$ cat src/rtl/platform_pkg.sv
// Shared definitions for the platform stepper: half-step coil patterns and decoder state encoding.
// Latency: n/a (constants and types only).
// Backpressure: n/a.
package platform_pkg;

    localparam int IDX_W    = 3;
    localparam int N_PHASES = 8;

    // Half-step coil sequence {IN4,IN3,IN2,IN1}, index order = up direction.
    // The sequencer drives this same table, so encode and decode stay in lockstep.
    localparam logic [3:0] HALF_STEP [N_PHASES] = '{
        4'b1000, 4'b1100, 4'b0100, 4'b0110,
        4'b0010, 4'b0011, 4'b0001, 4'b1001
    };

    typedef enum logic {
        UNLOCKED = 1'b0,
        TRACK    = 1'b1
    } dec_state_e;

endpackage

$ cat src/rtl/step_pattern_lut.sv
// Maps a 4-bit coil pattern to its half-step phase index; flags de-energized and illegal patterns.
// Latency: combinational.
// Backpressure: none (pure function of the input).
// Ports: pattern in; valid (pattern is a sequence phase), idle (all coils off), idx (phase 0..7).
module step_pattern_lut
    import platform_pkg::*;
(
    input  logic [3:0]       pattern,
    output logic             valid,
    output logic             idle,
    output logic [IDX_W-1:0] idx
);

    always_comb begin
        valid = 1'b0;
        idx   = '0;
        idle  = (pattern == 4'b0000);
        for (int i = 0; i < N_PHASES; i++) begin
            if (pattern == HALF_STEP[i]) begin
                valid = 1'b1;
                idx   = IDX_W'(i);
            end
        end
    end

endmodule

$ cat src/rtl/step_decoder.sv
// Passive coil-bus monitor: decodes half-step transitions into steps, tracks signed position, flags faults.
// Latency: 2 cycles from a step_in change to step_pulse/position (input register + registered outputs).
// Backpressure: none; observes the bus every cycle and can never stall it.
// Ports: clk, rst_n (async, active low); step_in coil pattern; stop_up/stop_down limit switches (active low);
//        pos_clr, err_clr controls; position, step_pulse, dir_up, moving, homed, err_skip, err_overtravel status.
module step_decoder
    import platform_pkg::*;
#(
    parameter int POS_WIDTH   = 16,
    parameter int IDLE_CYCLES = 1_000_000
) (
    input  logic                        clk,
    input  logic                        rst_n,
    input  logic [3:0]                  step_in,
    input  logic                        stop_up,
    input  logic                        stop_down,
    input  logic                        pos_clr,
    input  logic                        err_clr,
    output logic signed [POS_WIDTH-1:0] position,
    output logic                        step_pulse,
    output logic                        dir_up,
    output logic                        moving,
    output logic                        homed,
    output logic                        err_skip,
    output logic                        err_overtravel
);

    localparam int CNT_W = $clog2(IDLE_CYCLES + 1);
    localparam logic [CNT_W-1:0] CNT_MAX  = CNT_W'(IDLE_CYCLES);
    localparam logic [CNT_W-1:0] CNT_LAST = CNT_W'(IDLE_CYCLES - 1);
    localparam logic signed [POS_WIDTH-1:0] POS_MAX = {1'b0, {(POS_WIDTH-1){1'b1}}};
    localparam logic signed [POS_WIDTH-1:0] POS_MIN = {1'b1, {(POS_WIDTH-1){1'b0}}};

    logic [3:0]       in_q;
    dec_state_e       state_q, state_d;
    logic [IDX_W-1:0] prev_idx_q, prev_idx_d;
    logic [CNT_W-1:0] idle_cnt;

    logic             lut_valid, lut_idle;
    logic [IDX_W-1:0] lut_idx;
    logic [IDX_W-1:0] delta;
    logic             step_up, step_dn, skip;

    step_pattern_lut u_lut (
        .pattern (in_q),
        .valid   (lut_valid),
        .idle    (lut_idle),
        .idx     (lut_idx)
    );

    // Stage 1: register the coil bus.
    always_ff @(posedge clk or negedge rst_n) begin
        if (!rst_n) in_q <= 4'b0000;
        else        in_q <= step_in;
    end

    always_ff @(posedge clk or negedge rst_n) begin
        if (!rst_n) begin
            state_q    <= UNLOCKED;
            prev_idx_q <= '0;
        end else begin
            state_q    <= state_d;
            prev_idx_q <= prev_idx_d;
        end
    end

    // Stage 2: classify the registered pattern against the last locked phase.
    always_comb begin
        state_d    = state_q;
        prev_idx_d = prev_idx_q;
        delta      = '0;
        step_up    = 1'b0;
        step_dn    = 1'b0;
        skip       = 1'b0;
        if (!lut_valid && !lut_idle) begin
            // Not a sequence phase: lock is untrustworthy from here on.
            skip    = 1'b1;
            state_d = UNLOCKED;
        end else if (lut_valid) begin
            case (state_q)
                UNLOCKED: begin
                    prev_idx_d = lut_idx;
                    state_d    = TRACK;
                end
                TRACK: begin
                    // 3-bit subtraction gives the modulo-8 phase distance directly.
                    delta = lut_idx - prev_idx_q;
                    if (delta == 3'd1) begin
                        step_up    = 1'b1;
                        prev_idx_d = lut_idx;
                    end else if (delta == 3'd7) begin
                        step_dn    = 1'b1;
                        prev_idx_d = lut_idx;
                    end else if (delta != 3'd0) begin
                        // Jumped phases: resync to the new phase but count nothing.
                        skip       = 1'b1;
                        prev_idx_d = lut_idx;
                    end
                end
                default: state_d = UNLOCKED;
            endcase
        end
    end

    always_ff @(posedge clk or negedge rst_n) begin
        if (!rst_n) begin
            position       <= '0;
            step_pulse     <= 1'b0;
            dir_up         <= 1'b0;
            moving         <= 1'b0;
            homed          <= 1'b0;
            err_skip       <= 1'b0;
            err_overtravel <= 1'b0;
            idle_cnt       <= '0;
        end else begin
            step_pulse <= step_up | step_dn;
            if (step_up | step_dn) dir_up <= step_up;

            // Clear beats the limit reference, which beats counting.
            if (pos_clr)                               position <= '0;
            else if (!stop_down)                       position <= '0;
            else if (step_up && position != POS_MAX)   position <= position + 1'b1;
            else if (step_dn && position != POS_MIN)   position <= position - 1'b1;

            if (!stop_down) homed <= 1'b1;

            // Set terms OR in after the clear so a same-cycle event is not lost.
            err_skip       <= (err_skip & ~err_clr) | skip;
            err_overtravel <= (err_overtravel & ~err_clr)
                              | (step_up & ~stop_up) | (step_dn & ~stop_down);

            if (step_up | step_dn) begin
                moving   <= 1'b1;
                idle_cnt <= '0;
            end else if (idle_cnt != CNT_MAX) begin
                idle_cnt <= idle_cnt + 1'b1;
                if (idle_cnt == CNT_LAST) moving <= 1'b0;
            end
        end
    end

endmodule

$ cat config.mk
export PLATFORM = sky130hd
export DESIGN_NAME = step_decoder
export DESIGN_NICKNAME = d
export VERILOG_FILES = /design/src/rtl/platform_pkg.sv /design/src/rtl/step_pattern_lut.sv /design/src/rtl/step_decoder.sv
export SDC_FILE = /design/constraint.sdc
export NUM_CORES = 1
export LEC_CHECK = 0
export CAP_MARGIN = 20
export CORE_ASPECT_RATIO = 1.4
export CORE_MARGIN = 4
export CORE_UTILIZATION = 45
export CTS_CLUSTER_SIZE = 24
export DETAILED_ROUTE_END_ITERATION = 12
export PLACE_DENSITY_LB_ADDON = 0.2
export SETUP_SLACK_MARGIN = 0.5
export SLEW_MARGIN = 20
export SYNTH_ARGS = -nofsm -noshare
export SYNTH_HDL_FRONTEND = slang
export SYNTH_HIERARCHICAL = 1
export SYNTH_SLANG_ARGS = --single-unit
$ cat constraint.sdc
create_clock -name clk -period 10.1 [get_ports clk]
set_clock_uncertainty 0.1 [all_clocks]
set_input_delay 2.02 -clock clk [delete_from_list [all_inputs] [get_ports clk]]
set_output_delay 2.02 -clock clk [all_outputs]
set_load 0.01 [all_outputs]
# Yosys cells after proc, flatten, opt, wreduce, memory -nomap -nowiden
# Cells that the tools add are included.
# classes
add_sub_neg,4
eq_ne,16
mux,45
n_bitwise,13
reduce_logical,12
# ops
cell,count
16-bit 2-to-1 mux,4
20-bit 2-to-1 mux,2
16-bit != test (second input constant),2
1-bit 2-to-1 mux,29
3-bit 2-to-1 mux,7
20-bit by 1-bit adder with 20-bit output (second input constant),1
20-bit == test (second input constant),1
20-bit != test (second input constant),1
16-bit by 1-bit adder with 16-bit output (second input constant),1
16-bit by 1-bit subtractor with 16-bit output (second input constant),1
4-bit == test (second input constant),3
4-bit by 2-bit == test with 1-bit output (second input constant),2
4-bit by 3-bit == test with 1-bit output (second input constant),2
4-bit by 1-bit != test with 1-bit output (second input constant),2
3-bit case mux with 2 select lines,1
2-bit nonzero test,3
1-bit NOT,5
1-bit bitwise AND,4
4-bit by 1-bit == test with 1-bit output (second input constant),1
4-bit logical NOT,1
2-bit 2-to-1 mux,2
1-bit OR,4
3-bit by 1-bit == test with 1-bit output (second input constant),1
3-bit == test (second input constant),1
6 further kinds,9
# totals
ff_bits,50
inputBits,10
wordCells,101

# Logic depth before layout (Yosys ltp)
# Gate-level depths: netlist of run 1.
# depth
ltp_word,20
ltp_mapped,16
mapped_depth_nobuf,15

# Cells and area by module
# The synthesis of run 1 kept the hierarchy.
# by_module_without_submodules
module,n_inst,cells_each,area_per_inst_um2,seq_area_each_um2
step_decoder,1,323,3044.2,1251.2
step_pattern_lut,1,11,63.8,0.0

# Worst setup path before layout of run 1
# No wires, ideal clock.
# synth_path
kind,flip-flop to flip-flop
start,reg in_q[0]
end,reg position[14]
t_arrival_ps,3888
slack_ps,5973
path_stages_with_launch,16
n_path_buf,1
synth_period_minus_slack_ps,4127
cell_sequence,dfrtp_1 -> xnor2_1 -> nor3_1 -> inv_1 -> ha_1 -> fa_1 -> xnor3_2 -> nand2_2 -> or3_1 -> buf_2 -> ha_1 -> a211o_1 -> o221a_2 -> o211ai_1 -> a2111oi_0 -> or4_1
# synth_between
elab_chain_len,18
# synth_rtl
item,line_no,rtl
from (decl),step_decoder.sv:34,logic [3:0] in_q;
from (signal assigned),step_decoder.sv:54,else in_q <= step_in;
4-bit == test,step_pattern_lut.sv:19,if (pattern == HALF_STEP[i]) begin
1-bit 2-to-1 mux,step_pattern_lut.sv:19,
2-bit 2-to-1 mux (2 in series),step_pattern_lut.sv:19,
3-bit 2-to-1 mux (3 in series),step_pattern_lut.sv:19,
3-bit 2-to-1 mux *,step_pattern_lut.sv:19,
via lut_idx[0],step_decoder.sv:40,logic [IDX_W-1:0] lut_idx;
3-bit subtractor *,step_decoder.sv:87,delta = lut_idx - prev_idx_q;
3-bit by 1-bit == test with 1-bit output,step_decoder.sv:88,if (delta == 3'd1) begin
1-bit 2-to-1 mux,step_decoder.sv:88,
1-bit 2-to-1 mux,step_decoder.sv:80,case (state_q)
1-bit 2-to-1 mux,step_decoder.sv:79,end else if (lut_valid) begin
1-bit 2-to-1 mux,step_decoder.sv:75,if (!lut_valid && !lut_idle) begin
1-bit logical AND,step_decoder.sv:122,else if (step_up && position != POS_MAX) position <= position + 1'b1;
16-bit 2-to-1 mux,step_decoder.sv:122,
16-bit 2-to-1 mux,step_decoder.sv:121,else if (!stop_down) position <= '0;
16-bit 2-to-1 mux,step_decoder.sv:120,if (pos_clr) position <= '0;
to (signal assigned),step_decoder.sv:122,
to (signal assigned),step_decoder.sv:123,else if (step_dn && position != POS_MIN) position <= position - 1'b1;
to (decl),step_decoder.sv:19,"output logic signed [POS_WIDTH-1:0] position,"
# The timed path passes the listed nets; every way through them passes the cells marked *.
# A chain may end at the register's enable or synchronous reset.

# Worst setup path after layout of run 1
# layout_path
start,reg in_q[2]
end,reg position[14]
# The elaborated chain is that of the path after synthesis.

==> impl_results.md, run 1 <==
- DRC viols: 0
- Final Hold Viols: 0
- FF-to-FF End: position[14]$_DFFE_PN0P_
- FMAX: 215 MHz
- Critical path depth: 15
- Die Wd: 78.2 um
- Post-Syn Area: 3110 um2
- CP required: 10,190 ps
- Dpl cells: 452
- Total gr overflow: 0
- Crit path time final: 4660 ps
- Synth top cells by count: dfrtp_1, nor2_1, nand2_1
- Vias per cell: 5.61
- DP Area: 3510 um2
- RSZ-0062 raised after global routing: false
- DR vias: 2,579
- Buffers on Ports: 31
- Share of the synthesized area in the top cell type: 40.3%
- Rows: 35
- Crit start category: flop
- Count leader, synth: dfrtp_1
- CTS hold repair buffers: 0
- Yosys reg bits: 50
- Arr. time, crit path: 4750 ps
- Critical path's slowest cell: or3_1
- First-pass GRT wire length: 11,900 um
- WHS: 378 ps
- Starting DRC count in detailed routing: 120
- Setup TNS: 0 ps
- Die height: 106 um
- Post-Syn Instances: 334
- Leading area contributor after synthesis: dfrtp_1
- CTS max path bufs: 2
- Status: finished clean
- VDD IR-drop max: 0.103 mV
- Final core utilization: 54.5%
- CP Max Fanout: 22
- Fin area: 3620 um2
- Hold crit path type: reg2reg
- Worst reg-to-reg path cell count: 15
- Die area: 8320 um2
- Worst path max stage delay: 670 ps
- Synth-to-layout area growth: 16.6%
- Fin crit share: 46.1%
- N_diodes: 0
- Max-Cap Viols: 0
- Drt wl/cell: 15.2 um
- # H-tree levels: 2
- Clk pin slew, worst setup/hold paths: 110 ps
- Initial Utilization: 46.7%
- Pwr Density: 178 nW/um2
- Share of layout cells above drive strength 1: 5.16%
- Worst setup EP type: flop
- Post-synthesis sequential area ratio: 40.3%
- Synth warnings: 6
- # setup viols final: 0
- Root Buffer: clkbuf_8
- Ys flop type: dfrtp_1
- First-pass DRT Iterations: 4
- Routed WL: 6990 um
- Relative slew slack: 46.9%
- Worst Path Buf+Inv: 1
- Post-CTS Setup Repair Bufs: 0
- Async SR Flop Fraction: 100%
- Post-route ant nets: 0
- Synthesized area per cell: 9.31 um2
- Reg2Reg Setup Slack: 5440 ps
- Clock tree sinks: 50
- Actual slew at the worst max-slew pin: 796 ps
- Initial antenna violation count: 0
- Final Max Slew Viols: 0
- Crit path from: in_q[2]$_DFF_PN0_
- Multi-input combinational cell area: 1770 um2
- Net count, final: 398
- Leak pwr: 1.57 nW
- GP Congestion: 0.909
- Core Area: 6660 um2
- Net Count, Synth: 365
- Cell family with most CP delay: simple AND/OR/NAND/NOR gates
- Post-Layout Cell Count: 460
- Largest net degree at the start of global routing: 51
- Fill cell count: 631
- Sequential Area: 1250 um2
- Gr usage total: 17.7%
- Worst-Skew Late Latency: 310 ps
- Critical path endpoint: position[14]$_DFFE_PN0P_
- Clock buffer count from CTS: 5
- Resized cells post-CTS: 0
- Number of distinct library cells after synthesis: 55
- Worst-path cell chain: xnor2_1 > nor3_1 > inv_1 > ha_1 > fa_1 > xnor3_2 > nand2_2 > or3_1 > ha_1 > a21oi_1 > a21oi_1 > o221a_2 > o211ai_1 > a2111oi_0 > or4_1
- EDFF count, synth: 0
- IO Count: 32
- Critical Setup Path Class: reg2reg
- Number of global-route vias before repair: 2,521
- Synth top area cells: dfrtp_1, ha_1, nor2_1
- CTS tree: done
- Hold Path Depth: 1
- Worst r2r src: in_q[2]$_DFF_PN0_
- Hpwl dp: 5160 um
report_power, final:
group	internal, mW	total (mW)	switching [mW]
clock network	0.0756	0.151	0.0750
logic	0.109	0.239	0.130
registers	0.225	0.254	0.0292
cells by family after synthesis:
| kind of cell | Yosys count | share of synthesized area, % |
|---|---|---|
| DFF | 50 | 40.3 |
| buffers and inverters | 20 | 2.74 |
| muxes | 3 | 1.01 |
| adders and majority gates | 21 | 8.94 |
| xor gates and xnor gates | 28 | 8.37 |
| AOI/OAI and AO/OA | 65 | 14.0 |
| and+or+nand+nor | 147 | 24.7 |
cells in the final DEF, fill, tap and decap left out, drive strengths merged, types with 3 or more instances in the layout:
master         count
a31oi              3
nor2              38
a21o               5
ha                19
xnor2             14
a211oi             7
nor3               4
and4               6
a21oi             18
nand4             12
inv               14
o21ai             12
nor4               7
clkbuf             5
dfrtp             50
xor2              13
o211ai             3
or3                3
nand2b             5
and3               5
nand3             13
nand2             33
clkdlybuf4s50     30
nor4b              3
and2               6
buf                3
layer usage:
metal	routed length [um]	GRT usage (%)
met5	0	0
met4	150	6.50
met2	3740	33.1
met3	175	2.46
met1	2920	20.2
flip-flops by register name (all words and copies together), names as in the netlist, 3 cells and up:
name,count
idle_cnt,20
in_q,4
position,16
prev_idx_q,3
per-stage QoR:
step	worst slack (ps)	power, mW
2_1_floorplan	5970	0.429
3_3_place_gp	5580	0.493
3_5_place_dp	5470	0.497
4_1_cts	5450	0.651
5_1_grt	5120	0.692
6_report	5440	0.644
worst min path at each step:
stage,startpoint,to,slack (ps)
after CTS,homed$_DFFE_PN0N_,homed$_DFFE_PN0N_,390
after detailed placement,homed$_DFFE_PN0N_,homed$_DFFE_PN0N_,360
after global routing,homed$_DFFE_PN0N_,homed$_DFFE_PN0N_,400
final,homed$_DFFE_PN0N_,homed$_DFFE_PN0N_,380
after floorplan,prev_idx_q[0]$_DFFE_PN0P_,prev_idx_q[0]$_DFFE_PN0P_,360
after global placement,homed$_DFFE_PN0N_,homed$_DFFE_PN0N_,350
cell type report:
type | instances | share of cell area [%]
multi-input combinational | 264 | 48.9
sequential | 50 | 34.5
timing repair buffer | 33 | 8.84
tap | 92 | 3.18
clock buffer | 5 | 1.90
clock inverter | 3 | 1.35
inverter | 13 | 1.35
No activity file was read; power rests on OpenSTA's default activity.
==> run 2, diff against run 1 <==
==> constraint.sdc (replaced) <==
create_clock -name clk -period 3.8 [get_ports clk]
set_clock_uncertainty 0.1 [all_clocks]
set_input_delay 0.76 -clock clk [delete_from_list [all_inputs] [get_ports clk]]
set_output_delay 0.76 -clock clk [all_outputs]
set_load 0.01 [all_outputs]
==> impl_results.md, run 2 (synthesis gave the netlist of run 1 again) <==
- Clock tree sinks: 50
- Total Power: 1.92 mW
- Share of layout cells above drive strength 1: 22.7%
- Final core utilization: 63.3%
- N_diodes: 0
- Clk pin slew, worst setup/hold paths: 110 ps
- Worst setup EP type: flop
- Total gr overflow: 0
- Most common cell after layout, fill and taps aside: dfrtp_1
- Number of global-route vias before repair: 2,784
- Gr usage total: 19.6%
- Crit path time final: 3950 ps
- Rows: 35
- Worst-Skew Late Latency: 310 ps
- Most frequent cells in the layout: dfrtp_1, buf_4, nor2_1
- Post-route ant nets: 0
- Worst r2r src: in_q[1]$_DFF_PN0_
- First-pass GRT wire length: 13,100 um
- Crit path from: in_q[1]$_DFF_PN0_
- Hold crit path type: in2async
- Critical Setup Path Class: reg2reg
- Setup TNS: -563 ps
- Actual slew at the worst max-slew pin: 635 ps
- Gr busiest metal: met2
- DRC viols: 0
- Met2 Usage GRT: 37.0%
- CP Max Fanout: 7
- # setup viols final: 7
- Routed WL: 7960 um
- Relative slew slack: 57.7%
- Max FFs per register: 20
- Max-Cap Viols: 0
- Leak pwr: 1.83 nW
- Met1 Use GR: 22.3%
- Initial antenna violation count: 0
- Largest net degree at the start of global routing: 28
- CTS hold repair buffers: 0
- Clock buffer count from CTS: 5
- CP required: 3890 ps
- Final Hold Viols: 0
- Die height: 106 um
- RSZ-0062 raised after global routing: true
- Buffers on Ports: 31
- Failing checks: setup timing
- GP Congestion: 0.960
- Drt wl/cell: 15.7 um
- Crit start category: flop
- Die area: 8320 um2
- Net count, final: 444
- FMAX: 253 MHz
- Fin crit share: 104%
- Top reg by flops: idle_cnt
- VDD IR-drop max: 0.360 mV
- Pwr Density: 457 nW/um2
- Die Wd: 78.2 um
- Fill cell count: 595
- DR vias: 2,825
- GR Util met3: 2.63%
- Synth-to-layout area growth: 35.5%
- Vias per cell: 5.58
- Starting DRC count in detailed routing: 143
- First-pass DRT Iterations: 4
- Arr. time, crit path: 4040 ps
- Core Area: 6660 um2
- IO Count: 32
- # H-tree levels: 2
- Largest registers: idle_cnt (20), position (16), in_q (4)
- Final Max Slew Viols: 0
- CTS max path bufs: 2
- Initial Utilization: 46.7%
- Root Buffer: clkbuf_8
- WHS: 364 ps
- CTS tree: done
- Status: finished with violations
- Setup WS post-layout: -151 ps
- Hpwl dp: 5740 um
==> run 2: cell types whose count changed in the layout (fill, tap and decap cells not counted), sizes merged <==
cell and delta:
buf +45, clkinv +2, bufinv -1, clkinvlp -1
or3 +1
==> run 2: worst max-delay path, stage by stage (launching register included) <==
cell and delay [ps]:
dfrtp_1 390, and2_4 170, nor3_4 160, inv_1 60
ha_2 170, fa_2 320, xnor3_2 260, nand2_4 70
or3_4 470, ha_4 330, nand3_4 80, a21oi_4 180
o221a_4 230, o211ai_1 110, and4_1 210, or4_1 500
==> run 2: cell type report <==
class / count / area, um2 / area share [%]
Tap cell: 92 / 115 / 2.73
Sequential cell: 50 / 1250 / 29.7
Clock inverter: 3 / 28.8 / 0.683
Timing Repair Buffer: 78 / 677 / 16.1
Inverter: 13 / 48.8 / 1.16
Clock buffer: 5 / 68.8 / 1.63
Multi-Input combinational cell: 265 / 2020 / 48.0
==> run 2: path summary, 6_finish.rpt <==
check | cells past startpoint | slack (ps) | to
setup / recovery | 15 | -150 | position[14]$_DFFE_PN0P_
hold / removal | 1 | 360 | position[4]$_DFFE_PN0P_
setup reg to reg | 15 | -150 | position[14]$_DFFE_PN0P_
hold reg to reg | 1 | 380 | homed$_DFFE_PN0N_
max in group asynchronous | 2 | 2470 | idle_cnt[0]$_DFFE_PN0P_
min in group clk | 1 | 380 | homed$_DFFE_PN0N_
==> run 2: per-layer routing <==
layer | vias to the layer above | wire length (um)
li1 | 1376 | -
met1 | 1378 | 3120
met2 | 55 | 4460
met5 | - | 0
met4 | 0 | 117
met3 | 16 | 258
==> run 2: power breakdown <==
part | total [mW] | internal, mW | switching [mW] | leakage [nW]
registers | 0.675 | 0.597 | 0.0782 | 0.655
logic | 0.914 | 0.470 | 0.444 | 1.12
clock network | 0.334 | 0.137 | 0.197 | 0.0502
==> run 2: through the flow <==
stage	instances	cell area, um2	setup WS, ps
after floorplan	334	3250	-74.9
after global placement	489	3910	-78.3
after detailed placement	489	3910	-147
after CTS	502	4090	-94.6
after global routing	506	4210	-258
final	506	4210	-151
==> run 2: timing repair <==
item | in CTS | in global routing
gates cloned | 1 | 0
gates resized for setup | 7 | 20
endpoints found under the setup margin | 12 | 15
setup buffers | 4 | 4
pin swaps | 15 | 16
